[src/rtl/host_bus_pkg.sv]
`default_nettype none
// ============================================================================
// Module      : host_bus_pkg
// Description : Shared types, default widths and timing for host_bus_master.
// Revision    : 1.0 - initial release
// ============================================================================
package host_bus_pkg;

    localparam int HB_ADDR_W     = 21;
    localparam int HB_DATA_W     = 16;
    localparam int HB_SETUP_CYC  = 2;
    localparam int HB_STROBE_CYC = 4;
    localparam int HB_HOLD_CYC   = 1;
    localparam int HB_TURN_CYC   = 2;
    localparam int HB_CNT_W      = 4;

    typedef enum logic [2:0] {
        ST_IDLE   = 3'd0,
        ST_SETUP  = 3'd1,
        ST_STROBE = 3'd2,
        ST_HOLD   = 3'd3,
        ST_TURN   = 3'd4
    } hb_state_e;

    // Phase counters run N-1 .. 0, so a phase of N cycles loads N-1.
    function automatic logic [HB_CNT_W-1:0] hb_phase_load(input int cycles);
        return (cycles > 0) ? HB_CNT_W'(cycles - 1) : '0;
    endfunction

endpackage
`default_nettype wire

[src/rtl/host_bus_phase_cnt.sv]
`default_nettype none
// ============================================================================
// Module      : host_bus_phase_cnt
// Description : Loadable down-counter with zero flag, shared by all bus phases.
// Revision    : 1.0 - initial release
// ============================================================================
module host_bus_phase_cnt
    import host_bus_pkg::*;
(
    input  logic                clk,
    input  logic                rst,
    input  logic                load_i,
    input  logic [HB_CNT_W-1:0] load_val_i,
    input  logic                en_i,
    output logic                zero_o
);

    logic [HB_CNT_W-1:0] cnt_q;

    // Saturates at zero so an idle enable never wraps the count.
    always_ff @(posedge clk) begin
        if (rst) begin
            cnt_q <= '0;
        end else if (load_i) begin
            cnt_q <= load_val_i;
        end else if (en_i && (cnt_q != '0)) begin
            cnt_q <= cnt_q - HB_CNT_W'(1);
        end
    end

    assign zero_o = (cnt_q == '0);

endmodule
`default_nettype wire

[src/rtl/host_bus_master.sv]
`default_nettype none
// ============================================================================
// Module      : host_bus_master
// Description : M1-style host bus initiator with programmable phase timing.
// Revision    : 1.0 - initial release
// ============================================================================
module host_bus_master
    import host_bus_pkg::*;
#(
    parameter int ADDR_W     = HB_ADDR_W,
    parameter int DATA_W     = HB_DATA_W,
    parameter int SETUP_CYC  = HB_SETUP_CYC,
    parameter int STROBE_CYC = HB_STROBE_CYC,
    parameter int HOLD_CYC   = HB_HOLD_CYC,
    parameter int TURN_CYC   = HB_TURN_CYC
) (
    input  logic              clk,
    input  logic              RESET,
    input  logic              req_valid,
    output logic              req_ready,
    input  logic              req_write,
    input  logic [ADDR_W-1:0] req_addr,
    input  logic [DATA_W-1:0] req_wdata,
    output logic              rsp_valid,
    output logic [DATA_W-1:0] rsp_rdata,
    output logic              busy,
    output logic              HOST_nCS,
    output logic              HOST_nWE,
    output logic              HOST_nOE,
    output logic [ADDR_W-1:0] HOST_ADD,
    output logic [DATA_W-1:0] HOST_DO,
    output logic              HOST_DOE,
    input  logic [DATA_W-1:0] HOST_DI
);

    localparam logic [HB_CNT_W-1:0] c_setup_ld  = hb_phase_load(SETUP_CYC);
    localparam logic [HB_CNT_W-1:0] c_strobe_ld = hb_phase_load(STROBE_CYC);
    localparam logic [HB_CNT_W-1:0] c_hold_ld   = hb_phase_load(HOLD_CYC);
    localparam logic [HB_CNT_W-1:0] c_turn_ld   = hb_phase_load(TURN_CYC);
    localparam logic                c_has_hold  = (HOLD_CYC != 0);
    localparam logic                c_has_turn  = (TURN_CYC != 0);

    hb_state_e           state_q;
    logic                write_q;
    logic                ncs_q;
    logic                nwe_q;
    logic                noe_q;
    logic                doe_q;
    logic                rsp_valid_q;
    logic [ADDR_W-1:0]   add_q;
    logic [DATA_W-1:0]   do_q;
    logic [DATA_W-1:0]   rsp_rdata_q;

    logic                phase_load;
    logic [HB_CNT_W-1:0] phase_val;
    logic                phase_en;
    logic                phase_zero;

    assign req_ready = (state_q == ST_IDLE) && !RESET;
    assign busy      = (state_q != ST_IDLE);
    assign phase_en  = (state_q != ST_IDLE);

    // Reload the counter on every phase entry; skipped phases are never loaded.
    always_comb begin
        phase_load = 1'b0;
        phase_val  = '0;
        case (state_q)
            ST_IDLE: begin
                if (req_valid && req_ready) begin
                    phase_load = 1'b1;
                    phase_val  = c_setup_ld;
                end
            end
            ST_SETUP: begin
                if (phase_zero) begin
                    phase_load = 1'b1;
                    phase_val  = c_strobe_ld;
                end
            end
            ST_STROBE: begin
                if (phase_zero && c_has_hold) begin
                    phase_load = 1'b1;
                    phase_val  = c_hold_ld;
                end else if (phase_zero && c_has_turn) begin
                    phase_load = 1'b1;
                    phase_val  = c_turn_ld;
                end
            end
            ST_HOLD: begin
                if (phase_zero && c_has_turn) begin
                    phase_load = 1'b1;
                    phase_val  = c_turn_ld;
                end
            end
            default: ;
        endcase
    end

    host_bus_phase_cnt u_phase_cnt (
        .clk        (clk),
        .rst        (RESET),
        .load_i     (phase_load),
        .load_val_i (phase_val),
        .en_i       (phase_en),
        .zero_o     (phase_zero)
    );

    always_ff @(posedge clk) begin
        if (RESET) begin
            state_q     <= ST_IDLE;
            write_q     <= 1'b0;
            ncs_q       <= 1'b1;
            nwe_q       <= 1'b1;
            noe_q       <= 1'b1;
            doe_q       <= 1'b0;
            rsp_valid_q <= 1'b0;
            add_q       <= '0;
            do_q        <= '0;
            rsp_rdata_q <= '0;
        end else begin
            rsp_valid_q <= 1'b0;
            case (state_q)
                ST_IDLE: begin
                    if (req_valid && req_ready) begin
                        state_q <= ST_SETUP;
                        write_q <= req_write;
                        ncs_q   <= 1'b0;
                        add_q   <= req_addr;
                        if (req_write) begin
                            do_q  <= req_wdata;
                            doe_q <= 1'b1;
                        end
                    end
                end
                ST_SETUP: begin
                    if (phase_zero) begin
                        state_q <= ST_STROBE;
                        if (write_q) begin
                            nwe_q <= 1'b0;
                        end else begin
                            noe_q <= 1'b0;
                        end
                    end
                end
                ST_STROBE: begin
                    if (phase_zero) begin
                        nwe_q       <= 1'b1;
                        noe_q       <= 1'b1;
                        rsp_valid_q <= 1'b1;
                        if (!write_q) begin
                            rsp_rdata_q <= HOST_DI;
                        end
                        if (c_has_hold) begin
                            state_q <= ST_HOLD;
                        end else begin
                            ncs_q   <= 1'b1;
                            doe_q   <= 1'b0;
                            state_q <= c_has_turn ? ST_TURN : ST_IDLE;
                        end
                    end
                end
                ST_HOLD: begin
                    if (phase_zero) begin
                        ncs_q   <= 1'b1;
                        doe_q   <= 1'b0;
                        state_q <= c_has_turn ? ST_TURN : ST_IDLE;
                    end
                end
                ST_TURN: begin
                    if (phase_zero) begin
                        state_q <= ST_IDLE;
                    end
                end
                default: state_q <= ST_IDLE;
            endcase
        end
    end

    assign HOST_nCS  = ncs_q;
    assign HOST_nWE  = nwe_q;
    assign HOST_nOE  = noe_q;
    assign HOST_DOE  = doe_q;
    assign HOST_ADD  = add_q;
    assign HOST_DO   = do_q;
    assign rsp_valid = rsp_valid_q;
    assign rsp_rdata = rsp_rdata_q;

endmodule
`default_nettype wire
[config.mk]
export PLATFORM = sky130hd
export DESIGN_NAME = host_bus_master
export DESIGN_NICKNAME = d
export VERILOG_FILES = /design/src/rtl/host_bus_pkg.sv /design/src/rtl/host_bus_phase_cnt.sv /design/src/rtl/host_bus_master.sv
export SDC_FILE = /design/constraint.sdc
export NUM_CORES = 1
export LEC_CHECK = 0
export ABC_AREA = 0
export BUFFER_PORTS_ARGS = -buffer_cell sky130_fd_sc_hd__buf_4
export CORE_ASPECT_RATIO = 2
export CORE_MARGIN = 2
export CORE_UTILIZATION = 40
export CTS_BUF_LIST = sky130_fd_sc_hd__clkbuf_4
export DETAILED_ROUTE_END_ITERATION = 12
export PLACE_DENSITY = 0.69
export SYNTH_ARGS = -nofsm -noshare
export SYNTH_HDL_FRONTEND = slang
export SYNTH_SLANG_ARGS = --single-unit
[constraint.sdc]
create_clock -name clk -period 4.2 [get_ports clk]
set_clock_uncertainty 0.15 [all_clocks]
set_input_delay 0.21 -clock clk [delete_from_list [all_inputs] [get_ports clk]]
set_output_delay 0.21 -clock clk [all_outputs]
set_load 0.05 [all_outputs]
# --- Yosys cells after proc, flatten, opt, wreduce, memory -nomap -nowiden ---
# Index checks and enable logic that the tools add are counted.
word_totals:
  mem_count: 0
  ram_bits: 0
  output_inout_bits: 60
  latchBits: 0
  wordCells: 75
  ff_bits: 66
  mem_bits_ro: 0
op_classes:
  mul: 0
  addsub: 1
  eq_ne: 12
  n_mux: 28
  div_mod_pow: 0
  reduce_logical: 21
  n_lt_le_gt_ge: 0
  shift: 0
  bitwise: 2
op_table:
  columns: ["cell", "count"]
  rows:
  - ["3-bit 2-to-1 mux", 5]
  - ["3-bit one-hot mux with 5 select lines", 1]
  - ["2-bit inequality test (second input constant)", 7]
  - ["1-bit 2-to-1 mux", 13]
  - ["4-bit AND reduction", 3]
  - ["1-bit one-hot mux with 2 select lines", 5]
  - ["3-bit AND reduction", 3]
  - ["4-bit 2-to-1 mux", 2]
  - ["3-bit by 2-bit equality test with 1-bit output (second input constant)", 2]
  - ["2-bit one-hot mux with 3 select lines", 1]
  - ["2-bit nonzero test", 3]
  - ["5-bit AND reduction", 1]
  - ["4-bit logical NOT", 1]
  - ["4-bit nonzero test", 1]
  - ["4-bit by 1-bit subtractor with 4-bit output (second input constant)", 1]
  - ["3-bit by 1-bit equality test with 1-bit output (second input constant)", 1]
  - ["3-bit equality test (second input constant)", 1]
  - ["1-bit logical AND", 3]
  - ["3-bit logical NOT", 1]
  - ["3-bit nonzero test", 1]
  - ["3-bit OR reduction", 1]
  - ["2-bit 2-to-1 mux", 1]
  - ["2-bit by 1-bit inequality test with 1-bit output (second input constant)", 1]
  - ["1-bit NOT", 2]
  - ["3 further kinds", 3]

# --- Longest topological paths before layout ---
# Gate-level depths: netlist of the first run.
depth:
  depth_word: 6
  mapped_depth: 7
  mapped_depth_nobuf: 5

# --- By module ---
# Synthesis of the first run repeated with hierarchy kept, for this count alone.
unflattened:
  hier_cells: 319
  area_unflattened_um2: 2831.5
modules_own_cells:
  columns: ["module", "n_inst", "seq_area_each_um2", "area_each_um2", "cells_per_inst"]
  rows:
  - ["host_bus_master", 1, 1241.2, 2568.7, 290]
  - ["host_bus_phase_cnt", 1, 80.1, 262.8, 29]

# --- Least setup slack after synthesis of the first run ---
# OpenSTA, ideal clock, no wires.
synth_path:
  path_type: "reg-to-reg"
  from: "register u_phase_cnt.cnt_q[0]"
  to: "register rsp_rdata_q[0], in the netlist rsp_rdata[0]"
  path_stages_with_launch: 8
  required_time_ps: 3978
  setup_ps: 72
  t_arrival_ps: 1509
  path_slack_ps: 2470
  cell_sequence: "dfxtp_1 -> inv_1 -> ha_1 -> nor4b_4 -> and3_1 -> buf_6 -> buf_12 -> mux2i_1"
synth_via:
  elab_chain_len: 2
synth_rtl:
  columns: ["item", "line_no", "text"]
  rows:
  - ["start: declaration", "host_bus_phase_cnt.sv:18", "logic [HB_CNT_W-1:0] cnt_q;"]
  - ["start signal: assignment", "host_bus_phase_cnt.sv:25", "cnt_q <= load_val_i;"]
  - ["start signal: assignment", "host_bus_phase_cnt.sv:27", "cnt_q <= cnt_q - HB_CNT_W'(1);"]
  - ["4-bit logical NOT", "host_bus_phase_cnt.sv:31", "assign zero_o = (cnt_q == '0);"]
  - ["3-bit AND reduction (no source line)", null, null]
  - ["end signal: assignment", "host_bus_master.sv:119", "rsp_rdata_q <= '0;"]
  - ["end signal: assignment", "host_bus_master.sv:151", "rsp_rdata_q <= HOST_DI;"]
  - ["end: declaration", "host_bus_master.sv:52", "logic [DATA_W-1:0] rsp_rdata_q;"]
# No other way between the ends.
# A chain may end at the register's enable or synchronous reset.

# --- Worst setup path after layout of the first run ---
layout_path:
  from: "register u_phase_cnt.cnt_q[0]"
  to: "register rsp_rdata_q[5], in the netlist rsp_rdata[5]"
# Same word-level chain as after synthesis.

==> results of run 1 <==
==> cell usage in the layout (no fill, tap or decap), drive strengths merged, types with 2 or more instances in the layout <==
cell / n
a2111oi: 2
a21oi: 4
a31o: 33
and2: 2
and3: 36
buf: 118
clkbuf: 11
clkinv: 2
dfxtp: 66
dlygate4sd3: 54
ha: 2
inv: 6
mux2i: 17
nand2: 39
nand3: 4
nand4: 4
nor2: 3
nor3: 3
nor3b: 2
o211ai: 4
o21ai: 6
o32ai: 2
or2: 2
xnor2: 2
==> worst max-delay path, delay by kind of cell, from the launching register on <==
| kind | cells | cell delay, ns |
|---|---|---|
| muxes | 1 | 0.27 |
| and+or+nand+nor | 2 | 1.14 |
| buffers and inverters | 1 | 0.13 |
| DFF | 1 | 0.35 |
| adders and majority gates | 1 | 0.23 |
==> sequential cells by signal, indices dropped and copies added (netlist names) <==
register and flops:
u_phase_cnt.cnt_q 4, write_q 1, HOST_ADD 21, rsp_rdata 16, HOST_nOE 1, HOST_nCS 1
state_q 3, HOST_DOE 1, HOST_nWE 1, rsp_valid 1, HOST_DO 16
==> metal layers <==
layer / vias to the layer above / global-route usage (%)
met2: 89 / 39.2
met3: 12 / 5.02
li1: 1316 / -
met4: 0 / 11.9
met1: 1286 / 20.5
met5: - / 0
==> stage by stage <==
| stage | cells | utilization [%] | hold slack [ns] |
|---|---|---|---|
| 6_report | 526 | 63.9 | 0.0653 |
| 5_1_grt | 526 | 63.9 | 0.0628 |
| 4_1_cts | 525 | 63.8 | 0.0334 |
| 3_5_place_dp | 458 | 54.3 | 0.300 |
| 3_3_place_gp | 458 | 54.3 | 0.292 |
| 2_1_floorplan | 276 | - | 0.200 |
==> kinds of logic after synthesis <==
family / after synthesis
compound gates: 56
xor+xnor: 2
fa+ha+maj: 2
buf+inv: 30
flops: 66
mux: 18
simple gates: 102
==> report_power, final <==
part | leakage (nW) | total (mW) | internal (mW) | switching, mW
Combinational | 1.38 | 1.01 | 0.374 | 0.634
Sequential | 0.539 | 0.823 | 0.731 | 0.0917
Clock | 0.0537 | 0.319 | 0.122 | 0.197
==> layout make-up <==
cell class                 instances  area [um2]
timing repair buffer             172        1430
clock inverter                     2        7.51
sequential                        66        1320
multi-input combinational        180        1260
fill                             576        2390
antenna                            1        2.50
clock buffer                      11        82.6
inverter                           6        22.5
tap                               88         110
==> timing repair <==
item,4_1_cts,5_1_grt
setup buffers,0,0
hold endpoints to repair,60,0
hold buffers,54,0
setup endpoints to repair,0,0
==> path summary, 6_finish.rpt <==
check,start,end,slack (ns),depth (start not counted)
min reg2reg,rsp_rdata[3]$_SDFFE_PP0P_,rsp_rdata[3]$_SDFFE_PP0P_,0.31,2
max,u_phase_cnt.cnt_q[0]$_SDFFE_PP0P_,rsp_rdata[5]$_SDFFE_PP0P_,1.85,5
min,req_valid,state_q[0]$_SDFFE_PP0P_,0.07,3
max reg2reg,u_phase_cnt.cnt_q[0]$_SDFFE_PP0P_,rsp_rdata[5]$_SDFFE_PP0P_,1.85,5
==> results.json, run 1 <==
{
  "outcome": "finished, final reports clean",
  "design.core.area_mm2": 0.00662,
  "tritoncts": "done",
  "ys_types": 43,
  "ys.flop_type": "dfxtp_1",
  "slew_viol_final": 0,
  "path_cells": "inv_1, ha_1, nor4b_4, and3_1, mux2i_1",
  "grtUsageTotal_pct": 20.9,
  "die_w_um": 62.4,
  "syn_inst": 276,
  "wl_per_cell_um": 15.2,
  "hold_path.class": "primary input to flip-flop",
  "wl_met3_um": 335,
  "synth_area_leaders": "dfxtp_1 (48%), a31o_1 (11%), and3_1 (8.3%)",
  "setup_viol": 0,
  "cp-start-kind": "flip-flop",
  "clk_pin_slew_worst_paths_ns": 0.09,
  "clock_latency_ns": 0.40,
  "cts-htree-levels": 3,
  "synth_xor_area_share_pct": 0.642,
  "worstSetupPathType": "flip-flop to flip-flop",
  "rows": 42,
  "ys_warn_count": 0,
  "p_per_area_mw_per_mm2": 508,
  "critical_path_required_ns": 4.38,
  "grt_first_pass_wirelength_mm": 12.4,
  "grt_pass1_vias": 2679,
  "portBuffers": 116,
  "critPathMaxFanout": 16,
  "yosysTopAreaCellShare_pct": 48.4,
  "fmax_mhz": 426,
  "antenna_found_initial": 1,
  "maxCapViolations": 0,
  "ys_ff_latch": 66,
  "placed_cell_area_mm2": 0.00360,
  "synth_edf_count": 0,
  "grt_overflow": 0,
  "timing.final.crit_share_pct": 55.9,
  "post-route-min-period_ns": 2.35,
  "syn_nets": 335,
  "finalWeightedCongestion": 0.802,
  "muxShareOfSynthArea_pct": 6.65,
  "start_util_pct": 41.2,
  "dieArea_mm2": 0.00754,
  "layout_setup_ws_ns": 1.85,
  "routed_wl_mm": 8.01,
  "hpwl_mm": 5.00,
  "dp_slack_ns": 1.82,
  "total_power_mw": 2.15,
  "drive_above_1_share_pct": 31.1,
  "antenna_left": 0,
  "netlist_area_mm2": 0.00273,
  "hold_viol": 0,
  "fin_area_mm2": 0.00423,
  "worst_pin_slew_ns": 1.24,
  "ir_worst_vdd_mv": 0.267,
  "synth.most_common_cell": "dfxtp_1",
  "rsz0062_at_grt": "no",
  "max_stage_delay_ns": 0.84,
  "via_count": 2703,
  "drt_iter0_drc": 130,
  "cp-end-kind": "flip-flop",
  "synth_top_family_by_area": "simple AND/OR/NAND/NOR gates",
  "areaGrowthSynthToFinish_pct": 55.0,
  "nets": 494,
  "synth_compound_area_share_pct": 16.4,
  "syn_avg_cell_area_um2": 9.89,
  "top_layer": "met4",
  "crit_arrival_ns": 2.52,
  "cts.sinks": 66,
  "viasPerCell": 5.14,
  "final.setup.tns_ns": 0,
  "ios": 117,
  "synth_adder_area_share_pct": 0.917,
  "drc": 0,
  "grt_start_max_net_pins": 78,
  "die_h_um": 121,
  "dr.pass1.iters": 5,
  "wl_met2_mm": 4.51,
  "cts_root_buffer": "clkbuf_4",
  "clockBufferDepth": 2,
  "yosysTopAreaCell": "dfxtp_1",
  "synthSimpleGateAreaFrac_pct": 21.5,
  "cp_slowest_cell": "and3_1",
  "slew_headroom_pct": 17.4,
  "synth-async-reset-ratio_pct": 0,
  "synth_common_cells": "dfxtp_1 (66), nand2_1 (39), and3_1 (36)",
  "cts_resized": 0,
  "route.layer.met1.wl_mm": 3.01,
  "p_leak_nw": 1.98,
  "yosysSeqAreaShare_pct": 48.4,
  "cts_made_buffers": 9
}
(Power assumes the default switching activity.)
==> run 2, diff against run 1 <==
--- a/config.mk
+++ b/config.mk
@@ -5,14 +5,14 @@
 export SDC_FILE = /design/constraint.sdc
 export NUM_CORES = 1
 export LEC_CHECK = 0
-export ABC_AREA = 0
+export ABC_AREA = 1
 export BUFFER_PORTS_ARGS = -buffer_cell sky130_fd_sc_hd__buf_4
 export CORE_ASPECT_RATIO = 2
 export CORE_MARGIN = 2
 export CORE_UTILIZATION = 40
 export CTS_BUF_LIST = sky130_fd_sc_hd__clkbuf_4
 export DETAILED_ROUTE_END_ITERATION = 12
-export PLACE_DENSITY = 0.69
+export PLACE_DENSITY = 0.72
 export SYNTH_ARGS = -nofsm -noshare
 export SYNTH_HDL_FRONTEND = slang
 export SYNTH_SLANG_ARGS = --single-unit
==> constraint.sdc (replaced) <==
create_clock -name clk -period 2.05 [get_ports clk]
set_clock_uncertainty 0.15 [all_clocks]
set_input_delay 0.1025 -clock clk [delete_from_list [all_inputs] [get_ports clk]]
set_output_delay 0.1025 -clock clk [all_outputs]
set_load 0.05 [all_outputs]
==> run 2 against run 1 <==
  * Die area fell by 4.2%
  * Setup slack got worse by 1.6 ns
  * Register-to-register slack got worse by 1.6 ns
  * Flip-flop and latch count did not move
  * Highest routed layer unchanged
==> results.json, run 2 <==
{
  "areaGrowthSynthToFinish_pct": 63.0,
  "hpwl_mm": 4.73,
  "routed_wl_mm": 7.22,
  "worst_pin_slew_ns": 0.325,
  "nets": 594,
  "rsz0062_at_grt": "no",
  "grt_overflow": 0,
  "grtUsageTotal_pct": 21.1,
  "cts_made_buffers": 9,
  "syn_inst": 362,
  "slew_viol_final": 0,
  "drc": 0,
  "critPathMaxFanout": 30,
  "r2r-end": "rsp_rdata[6]$_SDFFE_PP0P_",
  "clock_latency_ns": 0.41,
  "cp-start-kind": "primary input",
  "netlist_area_mm2": 0.00261,
  "muxShareOfSynthArea_pct": 0,
  "synth_xor_area_share_pct": 0.336,
  "synth_edf_count": 0,
  "hold_start": "req_addr[14]",
  "crit_path_frequent_cell": "buf_4",
  "r2r_cells": 8,
  "drive_above_1_share_pct": 26.9,
  "dieArea_mm2": 0.00722,
  "synth_top_family_by_area": "simple AND/OR/NAND/NOR gates",
  "hold_viol": 0,
  "ys_warn_count": 0,
  "cp-end-kind": "output pin",
  "clk_pin_slew_worst_paths_ns": 0.10,
  "ys_ff_latch": 66,
  "fin_area_mm2": 0.00425,
  "critical_path_required_ns": 1.80,
  "drt_iter0_drc": 87,
  "rows": 41,
  "p_per_area_mw_per_mm2": 1150,
  "p_leak_nw": 2.14,
  "maxCapViolations": 0,
  "grt_first_pass_wirelength_mm": 11.5,
  "wl_per_cell_um": 11.5,
  "ff2ff_setup_slack_ns": 0.26,
  "path_cells": "dlygate4sd3_1, buf_4, inv_2, buf_4, nand3_1, inv_1, buf_4",
  "yosysSeqAreaShare_pct": 50.7,
  "post-route-min-period_ns": 1.80,
  "tritoncts": "done",
  "viasPerCell": 4.54,
  "timing.final.crit_share_pct": 87.6,
  "antenna_found_initial": 0,
  "design.core.area_mm2": 0.00631,
  "synth-async-reset-ratio_pct": 0,
  "worstSetupPathType": "primary input to output pin",
  "clockBufferDepth": 2,
  "outcome": "finished, final reports clean",
  "synth_adder_area_share_pct": 0.960,
  "max_stage_delay_ns": 0.54,
  "die_w_um": 61.1,
  "antenna_left": 0,
  "cts_root_buffer": "clkbuf_4",
  "start_util_pct": 41.3,
  "grt_start_max_net_pins": 31,
  "final_cell_mix": "buf_4 (121), nand2_1 (99), nor2_1 (82)",
  "fmax_mhz": 557,
  "synth.most_common_cell": "nand2_1",
  "grt_pass1_vias": 2742,
  "final.setup.tns_ns": 0,
  "final_common_cell": "buf_4",
  "critPathTopFamily": "buffers and inverters",
  "ios": 117,
  "portBuffers": 116,
  "cts_resized": 0,
  "r2r-start": "u_phase_cnt.cnt_q[0]$_SDFFE_PP0P_",
  "final.fill_count": 533,
  "setup_viol": 0,
  "crit_arrival_ns": 1.54,
  "syn_nets": 421,
  "ir_worst_vdd_mv": 0.665,
  "yosysTopAreaCell": "dfxtp_1",
  "synth_common_cells": "nand2_1 (99), nor2_1 (82), dfxtp_1 (66)",
  "slew_headroom_pct": 78.3,
  "finalWeightedCongestion": 0.752,
  "die_h_um": 118,
  "hold_depth": 4,
  "dr.pass1.iters": 4,
  "placed_cell_area_mm2": 0.00355,
  "hold_path.class": "primary input to flip-flop",
  "synthSimpleGateAreaFrac_pct": 35.0,
  "cts.sinks": 66,
  "ys.flop_type": "dfxtp_1",
  "synth_compound_area_share_pct": 4.99,
  "cp_num_buf_inv": 6,
  "cts-htree-levels": 3,
  "syn_avg_cell_area_um2": 7.20,
  "via_count": 2844,
  "yosysTopAreaCellShare_pct": 50.7,
  "min_to": "HOST_ADD[14]$_SDFFE_PP0P_",
  "synth_area_leaders": "dfxtp_1 (51%), nand2_1 (14%), nor2_1 (12%)",
  "largest_reg_flops": 21,
  "ys_types": 23,
  "cp_slowest_cell": "dlygate4sd3_1"
}
## run 2: changes by cell type after synthesis, sizes merged, moves of 3 or more
cell,before,now
nor2,3,84
mux2i,17,0
nand2,39,101
nor3,3,0
nand3,4,30
inv,6,32
o21ai,6,19
clkbuf,15,6
and3,36,0
a31o,33,0
## run 2: per-stage QoR
stage               worst slack, ns  hold WS, ns  cells  total power [mW]  util [%]
floorplan                     0.415       0.0216    362              3.31         -
global placement              0.375        0.147    554              3.93      56.3
detailed placement            0.270        0.153    554              3.98      56.3
CTS                           0.237        0.235    626              4.90      67.3
global route                 0.0656        0.267    626              5.17      67.3
finish                        0.253        0.284    627              4.87      67.3
## run 2: final cells by class
cell class                      count  area [um2]  share of cell area [%]
Antenna cell                        1        2.50                  0.0589
Clock buffer                       12        90.1                    2.12
Clock inverter                      4        42.5                    1.00
Inverter                           32         120                    2.83
Multi-Input combinational cell    248        1080                    25.3
Sequential cell                    66        1320                    31.1
Tap cell                           86         108                    2.53
Timing Repair Buffer              178        1490                    35.0
## run 2: logic make-up after synthesis
logic type / after synthesis
buf+inv: 48
fa+ha+maj: 2
xor+xnor: 1
simple gates: 220
flops: 66
compound gates: 25
## run 2: worst max-delay path by stage
stage | from | end | slack, ns | depth (start not counted)
after global placement | u_phase_cnt.cnt_q[0]$_SDFFE_PP0P_ | rsp_rdata[3]$_SDFFE_PP0P_ | 0.38 | 8
final | RESET | req_ready | 0.25 | 7
after CTS | RESET | req_ready | 0.24 | 7
after global routing | u_phase_cnt.cnt_q[0]$_SDFFE_PP0P_ | rsp_rdata[13]$_SDFFE_PP0P_ | 0.07 | 8
after floorplan | state_q[2]$_SDFFE_PP0P_ | state_q[0]$_SDFFE_PP0P_ | 0.41 | 6
after detailed placement | u_phase_cnt.cnt_q[0]$_SDFFE_PP0P_ | rsp_rdata[15]$_SDFFE_PP0P_ | 0.27 | 8
## run 2: report_power, final
part	internal (mW)	switching, mW
combinational	0.761	1.57
clock	0.404	0.433
sequential	1.54	0.158
## run 2: layer usage
layer  track usage (%)  part of all wire, %
met4              11.0                  2.3
met1              21.3                   37
met5                 0                    0
met3              7.66                  6.1
met2              35.6                   55
## run 2: tightest hold or removal path, stage by stage
cell	delay, ns
dlygate4sd3_1	0.52
buf_4	0.10
nand2_1	0.04
nand2_1	0.05
## run 2: repair_timing
item | in CTS | in global routing
endpoints found under the hold margin | 59 | 0
setup buffers | 0 | 0
hold buffers | 56 | 0
==> run 3, diff against run 2 <==
--- a/config.mk
+++ b/config.mk
@@ -6,13 +6,12 @@
 export NUM_CORES = 1
 export LEC_CHECK = 0
 export ABC_AREA = 1
-export BUFFER_PORTS_ARGS = -buffer_cell sky130_fd_sc_hd__buf_4
 export CORE_ASPECT_RATIO = 2
 export CORE_MARGIN = 2
 export CORE_UTILIZATION = 40
 export CTS_BUF_LIST = sky130_fd_sc_hd__clkbuf_4
 export DETAILED_ROUTE_END_ITERATION = 12
-export PLACE_DENSITY = 0.72
+export DONT_BUFFER_PORTS = 1
 export SYNTH_ARGS = -nofsm -noshare
 export SYNTH_HDL_FRONTEND = slang
 export SYNTH_SLANG_ARGS = --single-unit
==> run 3 against run 2 <==
  * Critical path depth is 2 lower
  * Register-to-register slack worse by 0.13 ns
  * Flip-flop and latch count stayed put
  * Total power is 11% lower
  * First-iteration DRC count is 14% lower
  * Final area is 20% lower
  * Sequential power is 46% higher
  * Setup slack worse by 0.18 ns
  * Critical endpoint unchanged
==> results.json, run 3 (synthesis results as in run 2) <==
{
  "outcome": "finished, final reports clean",
  "max_stage_delay_ns": 0.60,
  "cts.sinks": 66,
  "timing.final.crit_share_pct": 96.2,
  "clk_pin_slew_worst_paths_ns": 0.10,
  "cts_root_buffer": "clkbuf_4",
  "rows": 41,
  "grt_pass1_vias": 2305,
  "final_common_cell": "nand2_1",
  "grtUsageTotal_pct": 19.2,
  "rsz0062_at_grt": "no",
  "hold_viol": 0,
  "post-cts-setup-buffers": 0,
  "clock_latency_ns": 0.41,
  "clockBufferDepth": 2,
  "path_cells": "dlygate4sd3_1, inv_2, buf_4, nand3_1, clkinvlp_4",
  "die_w_um": 61.1,
  "routed_wl_mm": 6.61,
  "cp-start-kind": "primary input",
  "cts_made_buffers": 9,
  "hpwl_mm": 4.30,
  "antenna_left": 0,
  "slew_viol_final": 0,
  "nets": 485,
  "cp_slowest_cell": "dlygate4sd3_1",
  "antenna_found_initial": 0,
  "portBuffers": 0,
  "finalWeightedCongestion": 0.782,
  "final.setup.tns_ns": 0,
  "p_per_area_mw_per_mm2": 1270,
  "post-route-min-period_ns": 1.97,
  "worstSetupPathType": "primary input to output pin",
  "dp_slack_ns": 0.363,
  "design.core.area_mm2": 0.00631,
  "final_cell_mix": "nand2_1 (98), nor2_1 (82), dfxtp_1 (64)",
  "setup_viol": 0,
  "via_count": 2432,
  "maxCapViolations": 0,
  "cp_num_buf_inv": 4,
  "drt_iter0_drc": 75,
  "num_antenna_cells": 0,
  "grt_start_max_net_pins": 34,
  "viasPerCell": 4.70,
  "wl_per_cell_um": 12.8,
  "start_util_pct": 41.3,
  "largest_reg_flops": 21,
  "cts-htree-levels": 3,
  "hold_path.class": "primary input to flip-flop",
  "die_h_um": 118,
  "critical_path_required_ns": 1.80,
  "dr.pass1.iters": 4,
  "layout_setup_ws_ns": 0.0779,
  "critPathTopFamily": "buffers and inverters",
  "critPathMaxFanout": 25,
  "p_leak_nw": 1.55,
  "ir_worst_vdd_mv": 0.617,
  "grt_first_pass_wirelength_mm": 10.4,
  "grt_overflow": 0,
  "tritoncts": "done",
  "areaGrowthSynthToFinish_pct": 31.1,
  "dieArea_mm2": 0.00722,
  "fmax_mhz": 507,
  "crit_arrival_ns": 1.72,
  "drc": 0,
  "slew_headroom_pct": 63.9,
  "utilization_pct": 54.2,
  "drive_above_1_share_pct": 8.12,
  "ios": 117,
  "cp-end-kind": "output pin",
  "worst_pin_slew_ns": 0.541
}
-- run 3: layer usage --
| layer | up-vias | wire (um) | global-route usage [%] |
|---|---|---|---|
| met4 | 0 | 226 | 11.5 |
| li1 | 1248 | - | - |
| met1 | 1075 | 2350 | 19.2 |
| met2 | 93 | 3580 | 32.1 |
| met5 | - | 0 | 0 |
| met3 | 16 | 461 | 6.67 |
-- run 3: metrics by stage --
stage               cells  hold slack, ns  power, mW  instance area, um2
CTS                   517          0.0492       4.37                3400
floorplan             362          0.0216       3.31                2610
global placement      439          0.0237       3.54                2680
finish                517          0.0763       4.36                3420
global route          517          0.0761       4.66                3420
detailed placement    439          0.0259       3.56                2680
-- run 3: cell type report --
class                   count  area (um2)
flip-flops and latches     66        1320
multi-input cells         248        1080
clock inverters             7        36.3
repair buffers             69         677
clock buffers               9        67.6
inverters                  32         124
fillers                   592        2890
well taps                  86         108
-- run 3: tightest hold or removal path, stage by stage --
cell    delay, ns
inv_1        0.08
nor2_4       0.05
buf_4        0.22
nor2_1       0.11
nor2_1       0.05
-- run 3: timing repair --
action,in CTS,in global routing
resized for setup,0,7
hold buffers,62,0
endpoints found under the setup margin,0,3
hold endpoints to repair,62,0
-- run 3: path summary, 6_finish.rpt --
path                                      from                           endpoint  slack [ns]  cells after the start
max                                      RESET                          req_ready        0.08                      5
min                                  req_write           HOST_DO[13]$_SDFFE_PP0P_        0.08                      5
max reg2reg  u_phase_cnt.cnt_q[0]$_SDFFE_PP0P_            state_q[2]$_SDFFE_PP0P_        0.13                      8
min reg2reg  u_phase_cnt.cnt_q[3]$_SDFFE_PP0P_  u_phase_cnt.cnt_q[3]$_SDFFE_PP0P_        0.40                      4
-- run 3: power breakdown --
group	switching [mW]	internal (mW)
clock	0.453	0.232
sequential	0.941	1.55
combinational	0.732	0.455
